[src/rtl/fetch_unit_rv32i.sv]
`default_nettype none
// ============================================================================
// Module   : fetch_unit_rv32i
// Purpose  : RV32I instruction-fetch stage. Holds the PC, issues a single
//            outstanding instruction-memory read, registers the returned
//            word and exposes its decode fields to the control unit and
//            register file. Accepts PC redirects and stalls on a
//            valid/ready handshake with decode.
// Ports    : clock, reset          - rising-edge clock, sync active-high reset
//            imem_req/imem_addr    - one-cycle read request, address = pc
//            imem_rvalid/rdata     - read response
//            redirect/redirect_pc  - taken branch/jump target
//            out_ready/out_valid   - handshake with decode
//            out_pc/out_instr      - held instruction and its PC
//            opcode..rd            - slices of out_instr
//            misalign_err          - pulse after a redirect with pc[1:0]!=0
//            fetch_count           - accepted-handshake counter (wraps)
// Revision : 1.0 - initial release
// ============================================================================
module fetch_unit_rv32i #(
    parameter logic [31:0] RESET_PC = 32'h0000_0000
) (
    input  logic        clock,
    input  logic        reset,
    output logic        imem_req,
    output logic [31:0] imem_addr,
    input  logic        imem_rvalid,
    input  logic [31:0] imem_rdata,
    input  logic        redirect,
    input  logic [31:0] redirect_pc,
    input  logic        out_ready,
    output logic        out_valid,
    output logic [31:0] out_pc,
    output logic [31:0] out_instr,
    output logic [6:0]  opcode,
    output logic [2:0]  funct3,
    output logic [6:0]  funct7,
    output logic [4:0]  rs1,
    output logic [4:0]  rs2,
    output logic [4:0]  rd,
    output logic        misalign_err,
    output logic [31:0] fetch_count
);

    localparam logic [1:0]  c_ST_FETCH = 2'd0;
    localparam logic [1:0]  c_ST_WAIT  = 2'd1;
    localparam logic [1:0]  c_ST_HOLD  = 2'd2;
    localparam logic [31:0] c_NOP      = 32'h0000_0013;  // ADDI x0,x0,0

    logic [1:0]  r_state;
    logic [31:0] r_pc;
    logic        r_kill;
    logic        r_out_valid;
    logic [31:0] r_out_pc;
    logic [31:0] r_out_instr;
    logic [31:0] r_fetch_count;
    logic        r_misalign_err;

    // Redirect targets are always word aligned; low bits only flag an error.
    logic [31:0] w_redirect_target;
    assign w_redirect_target = {redirect_pc[31:2], 2'b00};

    // The request is suppressed when a redirect arrives in the same cycle so
    // the next read goes straight to the new target.
    assign imem_req     = (r_state == c_ST_FETCH) & ~redirect;
    assign imem_addr    = r_pc;
    assign out_valid    = r_out_valid;
    assign out_pc       = r_out_pc;
    assign out_instr    = r_out_instr;
    assign misalign_err = r_misalign_err;
    assign fetch_count  = r_fetch_count;

    assign opcode = r_out_instr[6:0];
    assign rd     = r_out_instr[11:7];
    assign funct3 = r_out_instr[14:12];
    assign rs1    = r_out_instr[19:15];
    assign rs2    = r_out_instr[24:20];
    assign funct7 = r_out_instr[31:25];

    always_ff @(posedge clock) begin
        if (reset) begin
            r_state        <= c_ST_FETCH;
            r_pc           <= RESET_PC;
            r_kill         <= 1'b0;
            r_out_valid    <= 1'b0;
            r_out_pc       <= RESET_PC;
            r_out_instr    <= c_NOP;
            r_fetch_count  <= 32'd0;
            r_misalign_err <= 1'b0;
        end else begin
            r_misalign_err <= redirect & (redirect_pc[1:0] != 2'b00);

            case (r_state)
                c_ST_FETCH: begin
                    // Any response still in flight here belongs to an
                    // abandoned request and is ignored.
                    if (redirect) begin
                        r_pc <= w_redirect_target;
                    end else begin
                        r_state <= c_ST_WAIT;
                    end
                end

                c_ST_WAIT: begin
                    // A redirect while waiting cannot cancel the read already
                    // issued; remember to drop its data when it arrives.
                    if (redirect) begin
                        r_pc   <= w_redirect_target;
                        r_kill <= 1'b1;
                    end
                    if (imem_rvalid) begin
                        if (r_kill | redirect) begin
                            r_kill  <= 1'b0;
                            r_state <= c_ST_FETCH;
                        end else begin
                            r_out_instr <= imem_rdata;
                            r_out_pc    <= r_pc;
                            r_pc        <= r_pc + 32'd4;
                            r_out_valid <= 1'b1;
                            r_state     <= c_ST_HOLD;
                        end
                    end
                end

                c_ST_HOLD: begin
                    // Redirect beats the handshake: the held instruction is
                    // on the wrong path and must not be counted.
                    if (redirect) begin
                        r_out_valid <= 1'b0;
                        r_pc        <= w_redirect_target;
                        r_state     <= c_ST_FETCH;
                    end else if (out_ready) begin
                        r_out_valid   <= 1'b0;
                        r_fetch_count <= r_fetch_count + 32'd1;
                        r_state       <= c_ST_FETCH;
                    end
                end

                default: begin
                    r_state <= c_ST_FETCH;
                end
            endcase
        end
    end

endmodule
`default_nettype wire

[config.mk]
export PLATFORM = sky130hd
export DESIGN_NAME = fetch_unit_rv32i
export DESIGN_NICKNAME = d
export VERILOG_FILES = /design/src/rtl/fetch_unit_rv32i.sv
export SDC_FILE = /design/constraint.sdc
export NUM_CORES = 1
export LEC_CHECK = 0
export ABC_CLOCK_PERIOD_IN_PS = 2300
export CORE_MARGIN = 3
export CORE_UTILIZATION = 44
export DETAILED_ROUTE_END_ITERATION = 12
export HOLD_SLACK_MARGIN = 0.05
export PLACE_DENSITY = 0.91
export SLEW_MARGIN = 10
export SYNTH_ARGS = -nofsm -noshare
export SYNTH_HDL_FRONTEND = slang
export SYNTH_SLANG_ARGS = --single-unit
[constraint.sdc]
create_clock -name clock -period 2.3 [get_ports clock]
set_input_delay 0.345 -clock clock [delete_from_list [all_inputs] [get_ports clock]]
set_output_delay 0.345 -clock clock [all_outputs]
set_load 0.05 [all_outputs]
==> impl_metrics.toml, run 1 <==
[worst_setup_path]
r2r_slack_ns = 0.30
crit_chain = "clkdlybuf4s50_1"
critPathTopFamily = "buffers and inverters"
cpPeakStageDelay_ns = 0.89
start_kind = "flop"
critPathRequiredTime_ns = 1.96
path_class = "reg -> out"
crit_slowest_cell = "clkdlybuf4s50_1"
critPathBufInv = 1
cp.arrival_ns = 1.82
endpoint_kind = "output port"
critPathMaxFanout = 9

[pwr]
power_mw = 6.20
p_leak_nw = 3.23
ir_drop_v = 0.000494
p_per_area_nw_per_um2 = 681

[die]
die_h_um = 123
die_w_um = 123
die_area_sq_um = 15200
io_pins = 232
core-area_sq_um = 13300
rows = 42
start_util_pct = 45.4

[final_layout]
stdcell_count = 1150
area_delta_synth_final_pct = 50.2
antenna_cells = 0
postLayoutCoreUtil_pct = 68.2
drive_above_1_share_pct = 8.93
n_fill_cell = 1097
fin_nets = 1032

[clock_tree]
cts_root_buf = "clkbuf_16"
cts_tree = "yes"
clock_path_buffers = 2
clk_pin_slew_worst_paths_ns = 0.06
cts_buffers = 17
cts_htree_levels = 4
clkLatencyLatePin_ns = 0.42
post_cts_buffers = 0
cts_hold_buf = 0
clock-sinks = 133
post_cts_resize_count = 0

[routing]
dr.pass1.iters = 7
antenna_left = 0
drt_iter0_markers = 478
drc = 0
vias = 6286
via_per_inst = 5.47
wl_per_cell_um = 17.1
drt-total-wl_mm = 19.6

[grt]
grt_pass1_wl_mm = 30.4
grt_max_degree = 38
overflow = 0
antenna_found_initial = 1
grt_pass1_vias = 5824
grt_usage_pct = 25.3

[sta]
maxSlewHeadroom_pct = 58.8
fin_crit_ns = 2.17
hold_violations = 0
post-route-period-util_pct = 94.2
worst_slew_pin_slew_ns = 0.616
setup_viol = 0
rsz0062_at_grt = "no"
skew_ns = 0.0112
slew_viol_final = 0
setup_ws_ns = 0.133
fmaxAchievable_mhz = 462

[synthesis]
synth_ff_type = "dfxtp_1"
synthTopCellsByCount = "nand2_1, dfxtp_1, a21oi_1, nor2_1, clkbuf_1"
synth.avg_cell_area_sq_um = 8.05
synth.most_common_cell = "nand2_1"
async_flop_share_pct = 0
ys_types = 59
ys_warn_count = 0
synth_area_leaders = "dfxtp_1, nand2_1, a21oi_1"
synth_edf_count = 0
yosys.area.top_type = "dfxtp_1"
yosysTopAreaCellShare_pct = 43.9
ys_seq_elements = 133
netlist_area_sq_um = 6060
ys_seq_area_share_pct = 43.9
syn_nets = 824
postSynthCellCount = 753

[placed_design]
globalplace.congestion = 0.902
dp_slack_ns = -0.0586
hpwl_mm = 14.2
portBuffers = 231
place_inst = 1118

[status]
outcome = "complete, no violations"

[hold_path]
min-delay-path-class = "in -> reg"

[job]
maxCapViolations = 0
kinds of logic after synthesis:
group	synth area share, %
multiplexers	0.825
buffers and inverters	8.32
flip-flops	43.9
AND/OR/NAND/NOR	26.2
adder cells (fa/ha/maj)	0.413
AO/OA/AOI/OAI	15.9
XOR/XNOR	4.48
cell type report:
cell class                 instances  area [sq um]  area share (%)
timing repair buffer             275          2660            29.2
inverter                           8          30.0           0.330
multi-input combinational        526          2910            32.0
clock inverter                     7           145            1.59
clock buffer                      25           475            5.22
sequential                       133          2660            29.2
tap                              176           220            2.42
metal layers:
layer	up-vias	global-route usage, %	routed length [um]
li1	3021	-	-
met1	2919	30.7	7680
met2	303	42.7	9490
met3	41	7.14	1950
met4	2	9.76	489
met5	-	0	13
stage by stage:
step / area [sq um] / hold slack [ns] / setup TNS (ns)
after floorplan: 6060 / 0.464 / 0
after global placement: 8490 / 0.441 / 0
after detailed placement: 8490 / 0.446 / -0.115
after CTS: 9110 / 0.330 / 0
after global routing: 9110 / 0.343 / 0
final: 9110 / 0.367 / 0
final timing paths:
kind	start	end	cells after the start
worst max-delay path	imem_addr[6]$_SDFFE_PP0P_	imem_addr[6]	1
worst min-delay path	reset	imem_addr[3]$_SDFFE_PP0P_	2
worst max register to register	r_state[0]$_SDFFE_PP0P_	fetch_count[19]$_SDFFE_PP0P_	6
worst min register to register	out_pc[19]$_SDFFE_PP0P_	out_pc[19]$_SDFFE_PP0P_	2
cell usage in the layout, fill, tap and decap left out, types with 3 or more instances in the layout:
cell type | Yosys | final
o22ai_1 | 3 | 3
nor2_1 | 56 | 55
mux2i_1 | 5 | 5
nor4_2 | 6 | 6
xnor2_1 | 16 | 16
o21ai_0 | 16 | 16
a31oi_1 | 6 | 6
xor2_1 | 15 | 15
a211oi_1 | 4 | 4
buf_4 | 33 | 44
clkbuf_1 | 34 | 6
clkdlybuf4s50_1 | 0 | 229
nand2_1 | 157 | 156
a22oi_1 | 5 | 5
inv_1 | 7 | 7
nor3_1 | 15 | 15
clkbuf_16 | 0 | 17
a21oi_1 | 86 | 86
nand4_1 | 17 | 17
and4_1 | 9 | 9
and2_1 | 4 | 4
o221ai_1 | 12 | 12
nand3_1 | 29 | 29
and3_1 | 16 | 16
bufinv_16 | 0 | 4
or4_1 | 5 | 5
nor4_1 | 4 | 4
dfxtp_1 | 133 | 133
a311oi_1 | 4 | 4
power breakdown:
group	internal [mW]	switching [mW]
combinational	0.352	0.531
clock	1.88	0.985
sequential	2.37	0.0858
sequential cells by signal (all words and copies together), names as in the netlist:
register	flops
r_state	2
misalign_err	1
out_valid	1
r_kill	1
imem_addr	32
out_pc	32
fetch_count	32
out_instr	32
Note: power is estimated with default switching activity, not from simulation.
==> run 2: changes to the inputs <==
--- a/config.mk
+++ b/config.mk
@@ -13,2 +13,3 @@
 export PLACE_DENSITY = 0.91
+export SKIP_LAST_GASP = 1
 export SLEW_MARGIN = 10
@@ -17 +18,2 @@
 export SYNTH_SLANG_ARGS = --single-unit
+export TNS_END_PERCENT = 30
--- a/constraint.sdc
+++ b/constraint.sdc
@@ -3,2 +3,2 @@
 set_output_delay 0.345 -clock clock [all_outputs]
-set_load 0.05 [all_outputs]
+set_load 0.02 [all_outputs]
==> run 2 against run 1 <==
- worst hold slack improved by 0.053 ns
- global-route usage down 0.26 points
- combinational power down 19%
- utilization fell by 0.69 points
- first-iteration DRC count grew 8.2%
- critical path depth is 3 higher
- clock skew is 0.0054 ns lower
- die area is the same
- power down 10%
- critical endpoint is now imem_req
- largest power group is now sequential cells
==> impl_metrics.toml, run 2 (same netlist as run 1, synthesis figures left out) <==
[clock_tree]
cts_tree = "yes"
clock-sinks = 133
cts_hold_buf = 0
post_cts_buffers = 0
clkLatencyLatePin_ns = 0.41
clk_pin_slew_worst_paths_ns = 0.05
cts_buffers = 17
cts_root_buf = "clkbuf_16"
clock_path_buffers = 2
post_cts_resize_count = 0
cts_htree_levels = 4

[pwr]
p_leak_nw = 3.20
p_per_area_nw_per_um2 = 618
ir_drop_v = 0.000433

[sta]
fmaxAchievable_mhz = 480
slew_viol_final = 0
worst_slew_pin_slew_ns = 0.548
setup_viol = 0
hold_violations = 0
post-route-period-util_pct = 90.6
hold_ws_ns = 0.420
rsz0062_at_grt = "no"
fin_crit_ns = 2.08
skew_ns = 0.00589
maxSlewHeadroom_pct = 63.5

[worst_setup_path]
rr_worst_depth = 6
path_class = "in -> out"
crit_top_cell = "clkdlybuf4s50_1"
crit_chain = "clkdlybuf4s50_1, buf_4, nor3_1, clkdlybuf4s50_1"
start_kind = "primary input"
critPathRequiredTime_ns = 1.96
endpoint_kind = "output port"
crit_slowest_cell = "clkdlybuf4s50_1"
cpPeakStageDelay_ns = 0.64
critPathMaxFanout = 6
cp.arrival_ns = 1.74

[placed_design]
portBuffers = 231
place_area_sq_um = 8510
hpwl_mm = 14.1
globalplace.congestion = 0.889

[job]
maxCapViolations = 0

[die]
die_h_um = 123
die_w_um = 123
io_pins = 232
core-area_sq_um = 13300
rows = 42
die_area_sq_um = 15200
start_util_pct = 45.4

[final_layout]
antenna_cells = 0
fin_area_sq_um = 9020
final_common_cell = "clkdlybuf4s50_1"
fin_nets = 1034
area_delta_synth_final_pct = 48.7
layout_common_cells = "clkdlybuf4s50_1, nand2_1, dfxtp_1"
drive_above_1_share_pct = 8.95

[routing]
drt-total-wl_mm = 19.4
antenna_left = 0
vias = 6257
dr.pass1.iters = 5
wl_per_cell_um = 16.9
drt_iter0_markers = 517
via_per_inst = 5.45
drc = 0

[hold_path]
hold_depth = 2
min-delay-path-class = "in -> reg"

[grt]
grt_usage_pct = 25.1
antenna_found_initial = 2
grt_pass1_wl_mm = 29.9
overflow = 0
grt_pass1_vias = 5857
grt_max_degree = 61

[status]
outcome = "complete, no violations"
run 2: changes by cell type in the layout (fill, tap and decap cells not counted), sizes merged:
cell	previous run	this run
clkbuf	25	21
clkinv	3	7
bufinv	4	1
buf	46	47
clkdlybuf4s50	229	230
clkinvlp	1	0
run 2: area by class of cell:
class / count / area [sq um]
multi-input cells: 526 / 2910
fillers: 1100 / 4330
well taps: 176 / 220
repair buffers: 277 / 2680
clock inverters: 7 / 60.1
inverters: 8 / 30.0
flip-flops and latches: 133 / 2660
clock buffers: 21 / 450
run 2: per-stage QoR:
step | setup TNS, ns | worst slack [ns] | utilization [%] | power (mW) | cells
floorplan | 0 | 0.362 | - | 2.82 | 753
global placement | 0 | 0.0320 | 63.7 | 3.20 | 1120
detailed placement | -0.0603 | -0.0327 | 63.7 | 3.21 | 1120
CTS | 0 | 0.203 | 67.5 | 5.61 | 1148
global route | 0 | 0.127 | 67.5 | 5.75 | 1148
finish | 0 | 0.217 | 67.5 | 5.57 | 1148
run 2: final timing paths:
kind / endpoint / slack, ns / from
worst min-delay path: out_instr[18]$_SDFFE_PP0P_ / 0.42 / reset
worst max-delay path: imem_req / 0.22 / redirect
worst max register to register: fetch_count[18]$_SDFFE_PP0P_ / 0.35 / r_state[0]$_SDFFE_PP0P_
worst min register to register: out_pc[27]$_SDFFE_PP0P_ / 0.45 / out_pc[27]$_SDFFE_PP0P_
run 2: worst max-delay path: cells and delay by family:
kind                   cells  cell delay (ns)
buffers and inverters      3             1.27
and+or+nand+nor            1             0.13
run 2: metal layers:
layer,routed length [um],GRT usage [%],up-vias
met5,27,0,-
met4,452,10.2,4
met3,1930,8.01,36
met2,9590,42.9,314
met1,7440,28.9,2881
li1,-,-,3022
run 2: power by group:
group / total [mW] / internal, mW / leakage [nW] / switching (mW)
registers: 2.45 / 2.37 / 1.08 / 0.0769
clock network: 2.40 / 1.47 / 0.258 / 0.926
logic: 0.718 / 0.358 / 1.86 / 0.360
==> variant 1: new RTL, settings of run 1 <==
Register the output `fetch_count` once more, cleared by the reset; this adds one clock of latency there. The other outputs are not delayed to match.
--- a/src/rtl/fetch_unit_rv32i.sv
+++ b/src/rtl/fetch_unit_rv32i.sv
@@ -68,7 +68,13 @@
     assign out_pc       = r_out_pc;
     assign out_instr    = r_out_instr;
     assign misalign_err = r_misalign_err;
-    assign fetch_count  = r_fetch_count;
+    always_ff @(posedge clock) begin
+        if (reset) begin
+            fetch_count <= '0;
+        end else begin
+            fetch_count <= r_fetch_count;
+        end
+    end
 
     assign opcode = r_out_instr[6:0];
     assign rd     = r_out_instr[11:7];
Check against the original RTL: not equivalent (Yosys sat finds a counterexample within 4 cycles, from zero or initial values and one cycle with reset high).
==> variant 1 against run 1 <==
  * Critical path type unchanged
  * Cell count rose by 9.9%
  * Design area rose by 9.9%
  * Power rose by 13%
  * Fmax rose by 0.72%
  * Sequential cell count rose by 32
  * Wire length rose by 8.3%
  * Utilization fell by 2.8 points
  * Critical path depth did not move
  * Combinational power rose by 3.3%
  * Area after synthesis rose by 14%
  * Worst setup slack improved by 16 ps
  * Clock power rose by 7.3%
  * Count of clock-buffer cells in the layout fell by 7
==> variant 1: results (changes against run 1) <==
GRT
  • Vias in the first global route: 6649 (+14%)
  • First-pass GRT wire length: 33.8 mm (+11%)
  • GRT Overall Usage: 23.9% (-1.5 points)
  • Antenna violations before repair: 2 (+1)
  • Largest net degree at the start of global routing: 87 (+130%)

Placement
  • Gpl congestion: 0.918 (+1.8%)
  • Post-Place Cells: 1234 (+10%)
  • # port buffers: 231 (unchanged)
  • Setup WS pre-CTS: -34.3 ps (+24.3 ps)
  • Post-DP HPWL: 15.4 mm (+8.4%)
  • Placed cell area: 0.00938 mm² (+11%)

CTS
  • CTS Buf Count: 17 (unchanged)
  • Post-CTS Setup Bufs: 0 (unchanged)
  • Resize count post-CTS: 0 (unchanged)
  • Clk_lat worst skew: 420 ps (about the same)
  • Max clock buf depth: 2 (unchanged)
  • Clk root buf: clkbuf_16

Worst setup path
  • Reg2Reg Setup Slack: 280 ps (-20 ps)
  • Slowest CP cell: clkdlybuf4s50_1
  • Worst path top cell family by delay: buffers and inverters
  • Critical Path Max Stage Delay: 870 ps (-20 ps)
  • R2R depth: 5 (-1)
  • Worst reg2reg startpoint: imem_addr[11]
  • Critical R2R Capture: imem_addr[28]
  • Critical path peak fanout: 9 (unchanged)

Synthesis
  • Xor/xnor share of the synthesized area: 3.42% (-1.1 points)
  • Fraction of the mapped netlist area in adder cells: 0.362% (-0.051 points)
  • Instance count of the mapped netlist: 839 (+11%)
  • Mapped Nets: 910 (+10%)
  • Sequential area share after synthesis: 47.8% (+3.9 points)
  • Compound-cell area share of the yosys netlist: 13.4% (-2.5 points)
  • Asr flop ratio synth: 0% (unchanged)
  • Mux contribution to synthesized area: 1.63% (+0.80 points)
  • Synth unique cells: 59 (unchanged)
  • Synth area leaders: dfxtp_1 48%, nand2_1 8.8%, a21oi_1 5.4%, nor2_1 3.7%, buf_4 3.6%
  • Post-synth top cells: 165 x dfxtp_1, 163 x nand2_1, 74 x a21oi_1

Layout
  • Layout cells sized above 1: 7.98% (-0.95 points)
  • Filler cell count: 1216 (+11%)
  • Fin nets: 1113 (+7.8%)
  • Non-filler cells in the finished layout: 1264 (+9.9%)

Power
  • P_leak: 3.53 nW (+9.4%)
  • Worst vdd ir: 0.462 mV (-6.5%)

Timing
  • Relative slew margins: 46.3% (-13 points)
  • Skew final: 10.9 ps (-0.341 ps)
  • Max-slew violation count: 0 (unchanged)

Outcome
  • Status: finished clean

Hold path
  • Hold/Removal Path Class: in -> reg
  • Hold depth: 2 (unchanged)
  • Worst Hold Launch: reset
  • Worst Hold Path EP: fetch_count[30]

Detailed routing
  • Routed wire length: 21.3 mm (+8.3%)
  • Vias: 6866 (+9.2%)
  • First-iteration detailed-routing DRC count: 372 (-22%)
  • 1st-pass router iterations: 5 (-2)
[variant 1: changes by cell type after synthesis, sizes merged, moves of 8 or more]
| cell | delta |
|---|---|
| o221ai | -8 |
| nor2 | +12 |
| dfxtp | +32 |
| a21oi | -12 |
| nor2b | +27 |
| o21ai | +10 |
[variant 1: worst max-delay path by stage]
| stage | startpoint | to | slack, ps | depth (start not counted) |
|---|---|---|---|---|
| final | imem_addr[20] | imem_addr[20] | 150 | 1 |
| after global routing | imem_addr[20] | imem_addr[20] | 90 | 1 |
| after CTS | imem_addr[4] | imem_addr[4] | 140 | 2 |
| after detailed placement | redirect | r_fetch_count[31] | -30 | 6 |
| after global placement | redirect | r_fetch_count[29] | -9 | 6 |
| after floorplan | redirect | imem_req | 5 | 4 |
[variant 1: per-stage QoR]
step                      TNS, ps  hold slack [ps]
after floorplan                 0              435
after global placement      -12.8              442
after detailed placement    -49.5              447
after CTS                       0              252
after global routing            0              257
final                           0              259
[variant 1: cell type report]
| type | instances | area (µm²) | share of cell area [%] |
|---|---|---|---|
| timing repair buffer | 271 | 2650 | 26.4 |
| clock inverter | 11 | 199 | 1.99 |
| antenna | 1 | 2.50 | 0.0250 |
| tap | 211 | 264 | 2.64 |
| multi-input combinational | 573 | 3120 | 31.1 |
| inverter | 14 | 52.6 | 0.525 |
| clock buffer | 18 | 429 | 4.29 |
| sequential | 165 | 3300 | 33.0 |
[variant 1: cell families after synthesis]
| kind of cell | after synthesis |
|---|---|
| buffers and inverters | 101 |
| and+or+nand+nor | 380 |
| xor gates and xnor gates | 27 |
| muxes | 11 |
| AOI/OAI and AO/OA | 153 |
| adders and majority gates | 2 |
| DFF | 165 |
[variant 1: per-layer routing]
metal	part of all wire (%)	vias to the layer above	global-route usage (%)
met3	7.8	61	6.97
met1	39	3219	27.1
met5	0.042	-	0
met4	4.0	2	11.3
met2	49	327	41.3
li1	-	3257	-
[variant 1: report_power, final]
group	switching, W	internal [W]	total (W)
clock network	0.00114	0.00192	0.00307
logic	0.000558	0.000354	0.000912
registers	0.0000828	0.00293	0.00301
total	0.00178	0.00520	0.00699
==> variant 2: new RTL, config.mk and constraints of run 1 <==
Made on the original files. The output `misalign_err` loses its register stage (`r_misalign_err` becomes a continuous assignment).
--- a/src/rtl/fetch_unit_rv32i.sv
+++ b/src/rtl/fetch_unit_rv32i.sv
@@ -86,9 +86,7 @@
             r_out_pc       <= RESET_PC;
             r_out_instr    <= c_NOP;
             r_fetch_count  <= 32'd0;
-            r_misalign_err <= 1'b0;
         end else begin
-            r_misalign_err <= redirect & (redirect_pc[1:0] != 2'b00);
 
             case (r_state)
                 c_ST_FETCH: begin
@@ -143,6 +141,8 @@
         end
     end
 
+    assign r_misalign_err = redirect & (redirect_pc[1:0] != 2'b00);
+
 endmodule
 `default_nettype wire
 
Check against the original RTL: not equivalent (Yosys sat finds a counterexample within 4 cycles, from zero or initial values and one cycle with reset high).
==> variant 2 against run 1 <==
  * Wire length shrank 1.5%
  * Power fell by 4.7%
  * Sequential share of layout area shrank 0.20 points
  * Sequential cell count shrank 1
  * Design area about the same
  * Worst setup slack got worse by 50 ps
  * Area after synthesis increased by 0.66%
  * Fmax fell by 2.3%
  * Critical path type is now in -> out
  * Largest cell class unchanged
  * Largest power group unchanged
==> variant 2: results (changes against run 1) <==
Timing
  • Relative slew margins: 52.1% (-6.7 points)
  • Final hold slack: 206 ps (-160 ps)
  • Skew final: 6.65 ps (-4.60 ps)

GRT
  • Antenna violations before repair: 0 (-1)
  • Largest net degree at the start of global routing: 71 (+87%)
  • Vias in the first global route: 5899 (+1.3%)
  • Met1 Track Usage GR: 30.7% (+0.038 points)
  • Met3 Resource Use GR: 6.04% (-1.1 points)
  • Met2 usage: 39.4% (-3.2 points)
  • GRT Overall Usage: 24.2% (-1.2 points)
  • First-pass GRT wire length: 29.5 mm (-2.8%)

Detailed routing
  • Met3 routed WL: 1.69 mm (-14%)
  • 1st-pass router iterations: 5 (-2)
  • Vias: 6298 (+0.19%)
  • Metal-1 WL: 8.04 mm (+4.7%)
  • Routed wire length: 19.3 mm (-1.5%)
  • First-iteration detailed-routing DRC count: 444 (-7.1%)
  • Top sig layer: met4
  • Routed met2 length: 9.13 mm (-3.8%)

Hold path
  • Worst Hold Path EP: out_pc[30]
  • Hold depth: 2 (unchanged)
  • Hold/Removal Path Class: in -> reg
  • Worst Hold Launch: reset

Power
  • Flop pwr share: 41.2% (+1.6 points)
  • Sw frac: 27.2% (+1.4 points)
  • Worst vdd ir: 0.410 mV (-17%)
  • Switching power: 0.00161 W (+0.40%)
  • P_leak: 3.24 nW (+0.47%)
  • Comb pwr share: 16.0% (+1.8 points)

Synthesis
  • Fraction of the mapped netlist area in adder cells: 0.410% (-0.0027 points)
  • Synth unique cells: 63 (+6.8%)
  • Xor/xnor share of the synthesized area: 3.73% (-0.75 points)
  • Compound-cell area share of the yosys netlist: 15.4% (-0.51 points)
  • Sequential area share after synthesis: 43.3% (-0.62 points)
  • Mapped Nets: 827 (+0.36%)
  • Mux contribution to synthesized area: 1.15% (+0.32 points)
  • Synth area leaders: dfxtp_1 43%, nand2_1 10%, a21oi_1 6.7%, buf_4 4.2%, nor2_1 3.9%
  • Post-synth top cells: 166 x nand2_1, 132 x dfxtp_1, 82 x a21oi_1

Placement
  • Placed cell area: 0.00855 mm² (+0.75%)
  • # port buffers: 231 (unchanged)
  • Post-DP HPWL: 14.0 mm (-2.0%)
  • Setup WS pre-CTS: 21.7 ps (+80.2 ps)
  • Gpl congestion: 0.862 (-4.4%)

CTS
  • H-Tree Depth: 4 (unchanged)
  • Clk_lat worst skew: 410 ps

Layout
  • Layout cells sized above 1: 9.81% (+0.87 points)
  • Fin nets: 1039 (+0.68%)
  • Filler cell count: 1035 (-5.7%)
  • Antenna cells: 0 (unchanged)

Worst setup path
  • Critical path peak fanout: 13 (+4)
  • Worst reg2reg startpoint: imem_addr[3]
  • Critical Path Max Stage Delay: 600 ps (-290 ps)
  • R2R depth: 7 (+1)
  • Arr. time, crit path: 1870 ps (+50 ps)
  • Critical R2R Capture: imem_addr[24]
  • Reg2Reg Setup Slack: 250 ps (-50 ps)

Outcome
  • Status: finished clean
variant 2: cell count changes after synthesis, sizes merged, moves of 3 or more:
| cell | change |
|---|---|
| clkbuf | -8 |
| nor2 | +8 |
| nor3b | +3 |
| a21oi | -3 |
| xor2 | -4 |
| nand4 | +4 |
| and3 | -6 |
| or2 | +3 |
| a31oi | -4 |
| nand2 | +9 |
| or4 | -5 |
variant 2: how the worst max path moves through the flow:
stage	from	to	slack, ps	cells after the start
global placement	imem_rvalid	imem_addr[24]	100	6
global route	redirect	misalign_err	10	6
finish	redirect	misalign_err	80	6
floorplan	imem_addr[15]	imem_addr[31]	170	6
detailed placement	redirect	out_instr[22]	20	6
CTS	redirect	misalign_err	70	6
variant 2: through the flow:
| stage | instances | utilization [%] |
|---|---|---|
| after floorplan | 756 | - |
| after global placement | 1125 | 63.8 |
| after detailed placement | 1125 | 63.8 |
| after CTS | 1155 | 67.9 |
| after global routing | 1155 | 67.9 |
| final | 1155 | 67.9 |
variant 2: layout make-up:
| cell class | instances | area, µm² | area share [%] |
|---|---|---|---|
| inverters | 6 | 22.5 | 0.247 |
| clock buffers | 19 | 433 | 4.76 |
| clock inverters | 11 | 114 | 1.25 |
| multi-input cells | 538 | 3000 | 32.9 |
| well taps | 176 | 220 | 2.42 |
| repair buffers | 273 | 2670 | 29.4 |
| flip-flops and latches | 132 | 2640 | 29.0 |
variant 2: worst reg2reg max path: cells and delay by family (launching register included):
family          cells  cell delay [ps]
simple gates        4             1000
fa+ha+maj           1              240
compound gates      1               90
flops               1              450
buf+inv             1              210
variant 2: what timing repair did:
action | in CTS | in global routing
endpoints found under the setup margin | 0 | 1
hold buffers | 0 | 0
resized for setup | 0 | 1
